### src/rtl/imem_pkg.sv
// Shared constants for the instruction-memory port arbiter: default widths and response-owner encoding.
// No logic, so there is no latency.
// No handshake of its own, so it applies no backpressure.
package imem_pkg;
    localparam int IMEM_ADDR_W        = 6;
    localparam int IMEM_DATA_W        = 32;
    localparam int IMEM_STARVE_LIMIT  = 4;

    typedef logic [1:0] owner_t;

    localparam owner_t OWN_NONE  = 2'd0;
    localparam owner_t OWN_FETCH = 2'd1;
    localparam owner_t OWN_LOAD  = 2'd2;
endpackage

### src/rtl/imem_starve_ctr.sv
// Saturating starvation counter: counts denied fetch cycles up to LIMIT and flags when the limit is reached.
// at_limit is combinational from the registered count.
// No handshake: the count saturates at LIMIT rather than stalling anything.
module imem_starve_ctr #(
    parameter int LIMIT = 4
) (
    input  logic clock,
    input  logic reset_n,
    input  logic inc,
    input  logic clr,
    output logic at_limit
);
    localparam int CNT_W = $clog2(LIMIT + 1);

    logic [CNT_W-1:0] cnt;

    always_ff @(posedge clock or negedge reset_n) begin
        if (!reset_n) begin
            cnt <= '0;
        end else if (clr) begin
            cnt <= '0;
        end else if (inc && (cnt != CNT_W'(LIMIT))) begin
            cnt <= cnt + 1'b1;
        end
    end

    assign at_limit = (cnt == CNT_W'(LIMIT));
endmodule

### src/rtl/imem_port_arbiter.sv
// Arbitrates the single-port instruction memory between CPU fetch and the program loader; build option IMEM_BOOT_HOLD_EN.
// Grant is combinational; the read response arrives 1 cycle after the grant.
// A requester that is not granted simply holds its request; a starved fetch is forced to win after STARVE_LIMIT cycles.
module imem_port_arbiter
    import imem_pkg::*;
#(
    parameter int ADDR_W       = IMEM_ADDR_W,
    parameter int DATA_W       = IMEM_DATA_W,
    parameter int STARVE_LIMIT = IMEM_STARVE_LIMIT
) (
    input  logic              clock,
    input  logic              reset_n,
    input  logic              if_req,
    input  logic [31:0]       if_addr,
    output logic              if_gnt,
    output logic              if_rvalid,
    output logic [DATA_W-1:0] if_rdata,
    input  logic              ld_req,
    input  logic              ld_we,
    input  logic [31:0]       ld_addr,
    input  logic [DATA_W-1:0] ld_wdata,
    input  logic              ld_boot_done,
    output logic              ld_gnt,
    output logic              ld_rvalid,
    output logic [DATA_W-1:0] ld_rdata,
    output logic              resp_err,
    output logic [ADDR_W-1:0] mem_addr,
    output logic              mem_we,
    output logic [DATA_W-1:0] mem_wdata,
    input  logic [DATA_W-1:0] mem_rdata
);
    logic        boot_ok;
    logic        at_limit;
    logic [31:0] sel_addr;
    logic        in_range;
    owner_t      owner_q;
    logic        err_q;
    logic [DATA_W-1:0] rdata_mux;

`ifdef IMEM_BOOT_HOLD_EN
    logic boot_q;

    always_ff @(posedge clock or negedge reset_n) begin
        if (!reset_n) begin
            boot_q <= 1'b0;
        end else if (ld_boot_done) begin
            boot_q <= 1'b1;
        end
    end

    assign boot_ok = boot_q;
`else
    logic unused_boot_done;

    assign unused_boot_done = ld_boot_done;
    assign boot_ok          = 1'b1;
`endif

    // Grants are gated by reset_n so nothing is accepted while reset is held.
    always_comb begin
        if_gnt = reset_n && boot_ok && if_req && (!ld_req || at_limit);
        ld_gnt = reset_n && ld_req && !(if_req && boot_ok && at_limit);
    end

    imem_starve_ctr #(
        .LIMIT (STARVE_LIMIT)
    ) u_starve_ctr (
        .clock    (clock),
        .reset_n  (reset_n),
        .inc      (if_req && !if_gnt),
        .clr      (if_gnt || !if_req || !boot_ok),
        .at_limit (at_limit)
    );

    always_comb begin
        sel_addr = 32'd0;
        if (if_gnt) begin
            sel_addr = if_addr;
        end else if (ld_gnt) begin
            sel_addr = ld_addr;
        end
    end

    assign in_range  = (sel_addr[31:ADDR_W] == '0);
    assign mem_addr  = sel_addr[ADDR_W-1:0];
    assign mem_we    = ld_gnt && ld_we && in_range;
    assign mem_wdata = ld_wdata;

    // Writes leave owner_q at NONE but still flag out-of-range via err_q.
    always_ff @(posedge clock or negedge reset_n) begin
        if (!reset_n) begin
            owner_q <= OWN_NONE;
            err_q   <= 1'b0;
        end else begin
            err_q <= (if_gnt || ld_gnt) && !in_range;
            if (if_gnt) begin
                owner_q <= OWN_FETCH;
            end else if (ld_gnt && !ld_we) begin
                owner_q <= OWN_LOAD;
            end else begin
                owner_q <= OWN_NONE;
            end
        end
    end

    assign rdata_mux = err_q ? '0 : mem_rdata;
    assign if_rvalid = (owner_q == OWN_FETCH);
    assign ld_rvalid = (owner_q == OWN_LOAD);
    assign if_rdata  = rdata_mux;
    assign ld_rdata  = rdata_mux;
    assign resp_err  = err_q;
endmodule
### config.mk
export PLATFORM = sky130hd
export DESIGN_NAME = imem_port_arbiter
export DESIGN_NICKNAME = d
export VERILOG_FILES = /design/src/rtl/imem_pkg.sv /design/src/rtl/imem_starve_ctr.sv /design/src/rtl/imem_port_arbiter.sv
export SDC_FILE = /design/constraint.sdc
export NUM_CORES = 1
export LEC_CHECK = 0
export CAP_MARGIN = 20
export CORE_AREA = 2 2 93 95
export DETAILED_ROUTE_END_ITERATION = 8
export DIE_AREA = 0 0 95 97
export SLEW_MARGIN = 20
export SYNTH_ARGS = -nofsm -noshare
export SYNTH_HDL_FRONTEND = slang
export SYNTH_SLANG_ARGS = --single-unit
### constraint.sdc
create_clock -name clock -period 4.55 [get_ports clock]
set_input_delay 1.365 -clock clock [delete_from_list [all_inputs] [get_ports clock]]
set_output_delay 1.365 -clock clock [all_outputs]
set_load 0.01 [all_outputs]
* After elaboration in Yosys (flattened, before gate mapping)
Cells that the tools add are included.
Word-level totals: input port bits 134, bits in registers 6, output and inout bits 108
Operators by class: equality and inequality tests 4, reduce and logical (&&, ||, !) cells 22, multiplexer cells 7, $add $sub $neg 1
Operators with widths (number):
- $mux W32 | 3
- $logic_not A26 Y1 | 1
- $logic_and A1 B1 Y1 | 11
- $logic_not A1 Y1 | 6
- $mux W3 | 2
- $mux W2 | 2
- $add A3 B1 Y3 const B | 1
- $eq A3 B3 Y1 const B | 1
- $logic_or A1 B1 Y1 | 3
- $ne A3 B3 Y1 const B | 1
- $eq A2 B1 Y1 const B | 1
- $eq A2 B2 Y1 const B | 1
- $reduce_bool A2 Y1 | 1

* Longest topological paths before layout
word-level depth 9, depth in mapped cells 6, gate-level depth less buffers 6

* Cells and area by module
Synthesis repeated with hierarchy kept, for this count alone.
Second synthesis, totals: cell total of the unflattened synthesis 160, area total of the unflattened synthesis 1197.4 um^2
By module, submodules not included:
- imem_port_arbiter | area each 1004.7 um^2, times used 1, cells an instance 142
- imem_starve_ctr | area each 192.7 um^2, times used 1, cells an instance 18

* Least setup slack after synthesis
Ideal clock, no wire load.
path type input port to output port, start input port ld_addr[6], end output port mem_we, slack 1.144 ns, required time 3.185 ns, buffers on the path 0, cell stages on the path 4, data arrival time 2.041 ns, cell sequence nor4_1 > nand4_1 > nor2_1 > and3_1
On the way: cells in the longest elaborated chain, start to end 4
RTL lines:
- start, declared | line imem_port_arbiter.sv:20 | input logic [31:0] ld_addr,
- $mux W32 | line imem_port_arbiter.sv:79 | end else if (ld_gnt) begin
- $mux W32 | line imem_port_arbiter.sv:77 | if (if_gnt) begin
- $logic_not A26 Y1 | line imem_port_arbiter.sv:84 | assign in_range = (sel_addr[31:ADDR_W] == '0);
- $logic_and A1 B1 Y1 | line imem_port_arbiter.sv:86 | assign mem_we = ld_gnt && ld_we && in_range;
- end, declared | line imem_port_arbiter.sv:28 | output logic mem_we,
Every way passes these cells.

* Worst setup path after layout
start input port if_req, end output port mem_addr[2]
On the way: cells in the longest elaborated chain, start to end 5, elaborated cells on any way between the ends 7, classes of those cells mux (2); reduce/logical (5)
RTL lines:
- start, declared | line imem_port_arbiter.sv:13 | input logic if_req,
- $logic_and A1 B1 Y1 | line imem_port_arbiter.sv:62 | ld_gnt = reset_n && ld_req && !(if_req && boot_ok && at_limit);
- $logic_not A1 Y1 | line imem_port_arbiter.sv:62
- $logic_and A1 B1 Y1 | line imem_port_arbiter.sv:62
- $mux W32 | line imem_port_arbiter.sv:79
- $mux W32 * | line imem_port_arbiter.sv:77
- end, declared | line imem_port_arbiter.sv:27 | output logic [ADDR_W-1:0] mem_addr,
Every way passes the cells marked *; elsewhere a longest branch is shown, timed or not.

==> impl_results.md <==
- Sequential element share of the synthesized area: 0.127
- Area of placed instances: around 2600 sq um
- Tcrit/Tclk final: 0.977
- GRT Residual Overflow: 0
- Type of the worst setup path: in -> out
- Clock Latency Late Sink: about 0.23 ns
- Adder-Cell Fraction of Synth Area: 0.0211
- Comb pwr share: 0.640
- Max-slew violations: 0
- Antenna violations before repair: 0
- Static leakage power: roughly 1.0 nW
- Die X: about 95 microns
- GRT Total Usage: 0.0949
- Psw: approximately 110 uW
- Reg clk slew, reported paths: 0.04 ns
- Commonest non-fill, non-tap cell in the layout: clkdlybuf4s50_1
- Post-synthesis compound-gate area fraction: 0.0950
- Layout Skew: roughly 0.0080 ns
- Final instance area: between 2000 and 3000 sq um
- Worst hold path startpoint: u_starve_ctr.cnt[1]
- Status: complete, no violations
- Die ar.: ~9200 sq um
- Number of synthesized register bits: 6
- Routed len/inst: 12.5 microns
- Endpoint type of the worst setup path: output port
- Die height: ~97 microns
- Total Wirelength: roughly 4800 microns
- Final hold violation count: 0
- Fmax: 0.225 GHz
- Via count: ~1500
- Worst-Margin Slew: ~0.4 ns
- Placer's final routability congestion estimate: between 0.6 and 0.7
- Worst path most repeated cell: clkdlybuf4s50_1
- Syn Std Cell Area: 1180 sq um
- TritonCTS buffer count: 3
- Clock power frac: 0.205
- CTS Sinks: 6
- Simple-gate area share of the yosys netlist: 0.326
- RR Startpoint: u_starve_ctr.cnt[0]
- Post-Syn Nets: 296
- Post-synth cell types: 21
- First-pass DRT Iterations: 4
- Commonest non-fill, non-tap cells in the layout: 175 x clkdlybuf4s50_1, 34 x nor2b_1, 11 x nor4_1
- Power per cell area: between 100 and 150 nW/um^2
- Max IR drop VDD: between 0.00005 and 0.00006 V
- Via density: between 3 and 4
- CTS hold repair buffers: 0
- Crit path launch: if_req
- Htree depth: 1
- Max stage delay on crit path: roughly 0.54 ns
- Mux cell area share after synthesis: 0
- Nets: 414
- Placed wire-length estimate: between 4000 and 5000 microns
- Power Total: 393 uW
- DRC: 0
- Antenna viol nets, final: 0
- 1st-iter DRT viols: 8
- Fill cells: between 800 and 900
- Internal power: approximately 280 uW
- Min Clock Period, post-route: between 4 and 5 ns
- Initial Util: 0.146
- Worst path cell trace: clkdlybuf4s50_1 > inv_2 > a211oi_4 > a22o_2 > clkdlybuf4s50_1
- Main combinational cell family by area after synthesis: buffers and inverters
- Vias in the first global route: about 1500
- Syn_area_per_cell: roughly 7.4 sq um
- Slowest stage cell, crit path: clkdlybuf4s50_1
- CTS root buf: clkbuf_8
- Part of the power in registers: 0.156
- Setup slack after layout: a little over 0.1 ns
- Total core area: just over 8000 sq um
- Area grow syn2layout: 126%
- CP startpoint kind: primary input
- First-pass GRT wire length: 6940 microns
- Net Sw Frac: 0.278
- CP arrival: between 3 and 4 ns
- Ant diodes: 0
- Clock Tree Buf Depth: 2
- Largest net degree at the start of global routing: 34
- Ratio of cells with drive above 1 in the final layout: 0.0652
- Pre-CTS WS: about 0.052 ns
- XOR/XNOR Fraction of Synth Area: 0
- Row Count: 33
- Synth warn: 0
- Data required time of the critical path: around 3.2 ns
- Top Ports: 242
- Fin Setup TNS: 0 ns
- # port buffers: 176
- Worst-path maximum fanout: 7
- Cells after Synth: 160
- Max-slew headroom: 0.729
- Max-Cap Viols: 0
- Setup repair after global routing missed its margin: no
- Final setup fails: 0
- HP Class: reg -> reg
- CTS tree: done
## kinds of logic after synthesis
| group | count (synthesis) |
|---|---|
| buffers and inverters | 72 |
| adder cells (fa/ha/maj) | 2 |
| AO/OA/AOI/OAI | 13 |
| AND/OR/NAND/NOR | 67 |
| flip-flops | 6 |
## worst max-delay path: cells and delay by family
kind | cells | cell delay (ns)
buffers and inverters | 3 | 1.14
AO/OA/AOI/OAI | 2 | 0.57
## final cells by class
| class | count | area, sq um | area share |
|---|---|---|---|
| well taps | 105 | 131 | 0.0491 |
| flip-flops and latches | 6 | 150 | 0.0561 |
| inverters | 5 | 18.8 | 0.00701 |
| repair buffers | 180 | 1800 | 0.673 |
| clock buffers | 3 | 41.3 | 0.0154 |
| multi-input cells | 82 | 533 | 0.199 |
## routing by layer
layer | vias up | share of wire | track usage
li1 | 700 | - | -
met1 | 629 | 0.32 | 0.0904
met2 | 138 | 0.48 | 0.169
met3 | 4 | 0.19 | 0.0561
met4 | 0 | 0.0092 | 0.0268
met5 | - | 0 | 0
## Yosys cell counts
master,n,area [sq um]
nand2_2,1,6.26
nor4_1,12,75.1
nand2b_1,1,6.26
o21ai_0,2,10.0
dfrtp_1,6,150
a32oi_1,2,17.5
o21ai_1,1,5.00
inv_1,5,18.8
a21oi_1,2,10.0
nand2_1,2,7.51
nand4_1,2,12.5
and3_1,1,6.26
nand3_1,5,25.0
a211oi_4,1,20.0
nor2_1,8,30.0
buf_4,64,480
nor2b_1,34,213
a22o_2,5,50.1
clkbuf_1,3,11.3
ha_1,2,25.0
nor3_1,1,5.00
## registers in the layout (all words and copies together), names as in the netlist
name              flops
owner_q               2
resp_err              1
u_starve_ctr.cnt      3
## metrics by stage
step / std cells / util / hold WS [ns]
finish: 381 / 0.329 / 0.543
global route: 381 / 0.329 / 0.590
CTS: 380 / 0.326 / 0.545
detailed placement: 377 / 0.321 / 0.536
global placement: 377 / 0.321 / 0.537
floorplan: 160 / - / 0.505
## path summary, 6_finish.rpt
check | endpoint | slack [ns] | cells after the start
max | mem_addr[2] | 0.10 | 5
min | u_starve_ctr.cnt[1] | 0.54 | 2
max reg2reg | resp_err | 2.91 | 7
min reg2reg | u_starve_ctr.cnt[1] | 0.54 | 2
max in group asynchronous | owner_q[1] | 2.89 | 2
min in group asynchronous | u_starve_ctr.cnt[0] | 1.53 | 2
## power by group through the flow
stage                     Combinational (mW)  Sequential [mW]  Clock (mW)
final                                  0.251           0.0611      0.0804
after global routing                   0.270           0.0618      0.0844
after CTS                              0.248           0.0655      0.0822
after detailed placement               0.247           0.0662           0
after global placement                 0.246           0.0657           0
after floorplan                        0.122           0.0600           0
## what timing repair did
| item | 4_1_cts | 5_1_grt |
|---|---|---|
| resized for setup | 0 | 5 |
| setup buffers | 0 | 0 |
| endpoints found under the setup margin | 0 | 6 |
Power figures use the tool's default switching activity.
==> RTL edit 1 (same flow settings) <==
`IMEM_STARVE_LIMIT`: 4 -> 8.
--- a/src/rtl/imem_pkg.sv
+++ b/src/rtl/imem_pkg.sv
@@ -4,7 +4,7 @@
 package imem_pkg;
     localparam int IMEM_ADDR_W        = 6;
     localparam int IMEM_DATA_W        = 32;
-    localparam int IMEM_STARVE_LIMIT  = 4;
+    localparam int IMEM_STARVE_LIMIT  = 8;
 
     typedef logic [1:0] owner_t;
 
Formal check against the unedited RTL: not equivalent (a bounded check fails within 10 cycles, from zero or initial values and one cycle with reset_n low).
==> RTL edit 1 against the unedited design <==
Worst setup slack better by 17 ps. Largest power group unchanged. Critical path type unchanged. Clock skew down 7.8 ps. Synthesized cell count unchanged. Hold slack worse by 10 ps. Wire length up 2.1%. Largest cell class unchanged. Critical endpoint is now mem_we. Sequential cell count up 1. Cell area up 1.9%. Area after synthesis up 3.7%. Power up 3.3%. Sequential share of layout area up 0.81 points.
==> RTL edit 1: results (changes against the unedited design) <==
stage	metric	value	unit	change
placed_design	dp.cells	379		+0.53%
hold_path	holdPathStages	1		-1
route	met1Wirelength	1.64	mm	+6.4%
logic_synthesis	async_flop_share	100	%	unchanged
layout	fill_cells	861		+0.12%
logic_synthesis	ys_top_cells_by_area	buf_4, nor2b_1, dfrtp_1		
critical_path	reg2regPathDepth	7		unchanged
route	vias	1514		+2.9%
route	drtPass1Iterations	4		unchanged
critical_path	path_max_fanout	2		-5
placed_design	place_worst_setup_slack	58.5	ps	+6.52 ps
status	outcome	finished clean		
logic_synthesis	synth_flop_cell	dfrtp_1		
layout	drive_gt1_share	4.68	%	-1.8 points
clocking	post_cts_buffers	0		unchanged
critical_path	critical_path.endpoint	mem_we		
power	p_leak	1.02	nW	+1.6%
clocking	path_clk_slew	40	ps	about the same
clocking	clockBufferDepth	2		unchanged
layout	antenna-diode-count	0		unchanged
clocking	clock_latency	220	ps	
placed_design	dpl_cell_area	2670	um^2	+2.3%
placed_design	gp_congestion	0.729		+5.3%
critical_path	crit-reg2reg-launch	u_starve_ctr.cnt[0]		
logic_synthesis	synth_seq_area_share	14.3	%	+1.6 points
critical_path	reg2reg_slack	3060	ps	+150 ps
clocking	cts_buffers	3		unchanged
route	drtIter0Drc	5		-3
global_routing	grt_util_all_layers	9.51	%	+0.023 points
route	finalWirelength	4.87	mm	+2.1%
global_routing	grt_pass1_wl	7.09	mm	+2.1%
route	vias_per_cell	3.95		+2.4%
hold_path	hold_end	u_starve_ctr.cnt[0]		
critical_path	worstSetupStartpoint	ld_addr[10]		
sta	fin_ws	120	ps	+16.9 ps
sta	fin_worst_skew	0.227	ps	-7.78 ps
global_routing	grt_max_degree	22		-35%
power	peakVddDrop	61.4	uV	+21%
hold_path	min_from	u_starve_ctr.cnt[0]		
logic_synthesis	synth.top_cells.by_count	buf_4, nor2b_1, nor4_1		
layout	layout.nets	415		+0.24%
sta	relSlewSlack	52.1	%	-21 points
critical_path	arrival	3070	ps	about the same
route	wl_met3	806	um	-11%
hold_path	hold_path_class	flop to flop		
layout	largest_reg_flops	4		+1
clocking	h-tree-depth	1		unchanged
placed_design	dp_hpwl	4.46	mm	+0.90%
route	wl_met2	2.39	mm	+5.1%
logic_synthesis	syn_inst	160		unchanged
layout	top_register	u_starve_ctr.cnt		
logic_synthesis	synth.distinct_cells	22		+4.8%
RTL edit 1: what timing repair did:
action / in CTS / in global routing
resized for setup: 0 / 3
setup endpoints to repair: 0 / 5
hold buffers: 0 / 0
RTL edit 1: cell type report:
| class | instances | share of cell area, % |
|---|---|---|
| flip-flops and latches | 7 | 6.42 |
| inverters | 3 | 0.413 |
| repair buffers | 181 | 66.1 |
| well taps | 105 | 4.82 |
| multi-input cells | 83 | 20.6 |
| clock buffers | 4 | 1.65 |
RTL edit 1: per-stage QoR:
| step | hold slack (ps) | util, % |
|---|---|---|
| 4_1_cts | 542 | 33.3 |
| 3_3_place_gp | 517 | 32.8 |
| 6_report | 533 | 33.5 |
| 2_1_floorplan | 485 | - |
| 3_5_place_dp | 533 | 32.8 |
| 5_1_grt | 591 | 33.5 |
RTL edit 1: cell families after synthesis:
family	count (synthesis)	synth area share, %
DFF	7	14.3
AOI/OAI and AO/OA	12	7.94
and+or+nand+nor	67	33.4
xor gates and xnor gates	2	1.43
buffers and inverters	70	40.9
adders and majority gates	2	2.04
RTL edit 1: critical path: stages:
cell	delay [ps]
clkdlybuf4s50_1	430
nor4_2	280
nand4_1	120
nor2_1	150
and3_1	170
clkdlybuf4s50_1	550
RTL edit 1: power by group:
part	switching (mW)	internal (mW)
Combinational	0.0791	0.168
Sequential	0.00644	0.0659
Clock	0.0255	0.0605
Total	0.111	0.295
RTL edit 1: metal layers:
metal	track usage [%]	up-vias
met3	3.82	4
met1	9.44	652
li1	-	708
met4	2.01	0
met2	18.1	150
met5	0	-
==> RTL edit 2 (config.mk and constraints unchanged) <==
Without the edit above. Put one more register stage on the output `resp_err`, cleared by the reset. The value now appears one clock later. The other outputs are not delayed to match.
--- a/src/rtl/imem_port_arbiter.sv
+++ b/src/rtl/imem_port_arbiter.sv
@@ -108,5 +108,11 @@
     assign ld_rvalid = (owner_q == OWN_LOAD);
     assign if_rdata  = rdata_mux;
     assign ld_rdata  = rdata_mux;
-    assign resp_err  = err_q;
+    always_ff @(posedge clock or negedge reset_n) begin
+        if (!reset_n) begin
+            resp_err <= '0;
+        end else begin
+            resp_err <= err_q;
+        end
+    end
 endmodule
Function: changed (Yosys sat finds a counterexample within 4 cycles, from zero or initial values and one cycle with reset_n low).
==> RTL edit 2 against the unedited design <==
Worst setup slack gained 16 ps. Area after synthesis grew 0.42%. Clock skew shrank 6.6 ps. Wire length grew 7.1%. Synthesized cell count shrank 1.9%. Non-clock buffer count shrank 1. Power grew 6.7%. Hold slack gained 19 ps. Sequential cell count grew 1. Cell area shrank 0.65%. Critical path type unchanged. Critical endpoint is now mem_we.
==> RTL edit 2: results (changes against the unedited design) <==
stage	metric	value	unit	change
status	outcome	finished clean		
layout	drive_gt1_share	3.66	%	-2.9 points
placed_design	dpl_cell_area	2610	um^2	+0.19%
logic_synthesis	synth_warnings	0		unchanged
critical_path	worstSetupStartpoint	ld_addr[12]		
sta	relSlewSlack	31.8	%	-41 points
logic_synthesis	async_flop_share	100	%	unchanged
route	vias	1459		-0.82%
logic_synthesis	ys_top_cells_by_area	buf_4, nor2b_1, dfrtp_1		
logic_synthesis	synth_seq_area_share	14.7	%	+2.0 points
clocking	clock_latency	230	ps	about the same
clocking	h-tree-depth	1		unchanged
layout	top_regs	u_starve_ctr.cnt x3, owner_q x2		
route	drtIter0Drc	33		+25
clocking	clockBufferDepth	2		unchanged
clocking	cts_resized	0		unchanged
clocking	post_cts_buffers	0		unchanged
power	peakVddDrop	58.1	uV	+15%
sta	fin_worst_skew	1.41	ps	-6.59 ps
logic_synthesis	synth.top_cells.by_count	buf_4, nor2b_1, nor4_1		
logic_synthesis	synthMuxAreaShare	0	%	unchanged
global_routing	antenna_found_initial	0		unchanged
critical_path	crit-reg2reg-launch	u_starve_ctr.cnt[0]		
logic_synthesis	avgSynthCellArea	7.58	um^2	+2.3%
layout	antenna-diode-count	0		unchanged
power	p_leak	0.980	nW	-2.2%
layout	layout.nets	410		-0.97%
hold_path	hold_path_class	flop to flop		
placed_design	dp.cells	374		-0.80%
route	finalWirelength	5.11	mm	+7.1%
logic_synthesis	synth_compound_area_share	7.05	%	-2.5 points
critical_path	path_max_fanout	2		-5
global_routing	grt_util_all_layers	10.1	%	+0.59 points
clocking	cts_buffers	3		unchanged
logic_synthesis	synth_flop_cell	dfrtp_1		
placed_design	port_buffers	176		unchanged
route	drtPass1Iterations	3		-1
critical_path	arrival	3070	ps	about the same
global_routing	grt_max_degree	34		unchanged
logic_synthesis	synthAdderAreaFrac	2.10	%	-0.0089 points
global_routing	grt_pass1_vias	1381		-9.1%
route	wl_per_cell	13.5	um	+7.9%
logic_synthesis	synth.distinct_cells	21		unchanged
clocking	clock-root-buffer	clkbuf_8		
global_routing	grt_pass1_wl	7.10	mm	+2.3%
clocking	path_clk_slew	40	ps	about the same
logic_synthesis	synth_nets	293		-1.0%
logic_synthesis	synth_xor_area_share	0.736	%	+0.74 points
placed_design	gp_congestion	0.740		+7.0%
hold_path	min_from	u_starve_ctr.cnt[1]		
placed_design	dp_hpwl	4.82	mm	+9.1%
critical_path	reg2reg_slack	2930	ps	+20 ps
[RTL edit 2: where the power goes]
group	internal [mW]	switching (mW)	total (mW)
Clock	0.0607	0.0276	0.0883
Combinational	0.174	0.0802	0.254
Sequential	0.0673	0.00990	0.0772
[RTL edit 2: area by class of cell]
cell class                 instances  area, um^2
clock buffer                       4        45.0
fill                             861        5480
inverter                           3        11.3
multi-input combinational         80         512
sequential                         7         175
tap                              105         131
timing repair buffer             179        1780
[RTL edit 2: path summary, 6_finish.rpt]
| path | endpoint | cells past startpoint |
|---|---|---|
| setup / recovery | mem_we | 6 |
| hold / removal | u_starve_ctr.cnt[1] | 2 |
| setup reg to reg | err_q | 7 |
| hold reg to reg | u_starve_ctr.cnt[1] | 2 |
| max in group asynchronous | u_starve_ctr.cnt[0] | 2 |
| min in group asynchronous | resp_err | 2 |
[RTL edit 2: cell families after synthesis]
logic type	Yosys count
flip-flops	7
buffers and inverters	70
AO/OA/AOI/OAI	10
AND/OR/NAND/NOR	67
XOR/XNOR	1
adder cells (fa/ha/maj)	2
[RTL edit 2: metrics by stage]
stage / setup slack [ps] / util [%] / hold slack, ps / power [mW]
global route: 8.58 / 32.7 / 593 / 0.446
global placement: 87.6 / 32.1 / 543 / 0.334
detailed placement: 80.6 / 32.1 / 560 / 0.336
CTS: 73.1 / 32.7 / 565 / 0.426
finish: 119 / 32.7 / 561 / 0.419
floorplan: 1140 / - / 427 / 0.200
[RTL edit 2: critical path, cell delays in order]
cell             delay, ps
clkdlybuf4s50_1        430
nor4_1                 290
nand4_1                120
nor2_1                 170
and3_1                 170
clkdlybuf4s50_1        530
[RTL edit 2: per-layer routing]
| layer | vias up | part of all wire [%] | wire length [um] | track usage [%] |
|---|---|---|---|---|
| li1 | 687 | - | - | - |
| met1 | 619 | 25 | 1280 | 7.53 |
| met2 | 147 | 57 | 2910 | 21.9 |
| met3 | 6 | 17 | 853 | 3.97 |
| met4 | 0 | 1.4 | 71 | 2.45 |
| met5 | - | 0 | 0 | 0 |
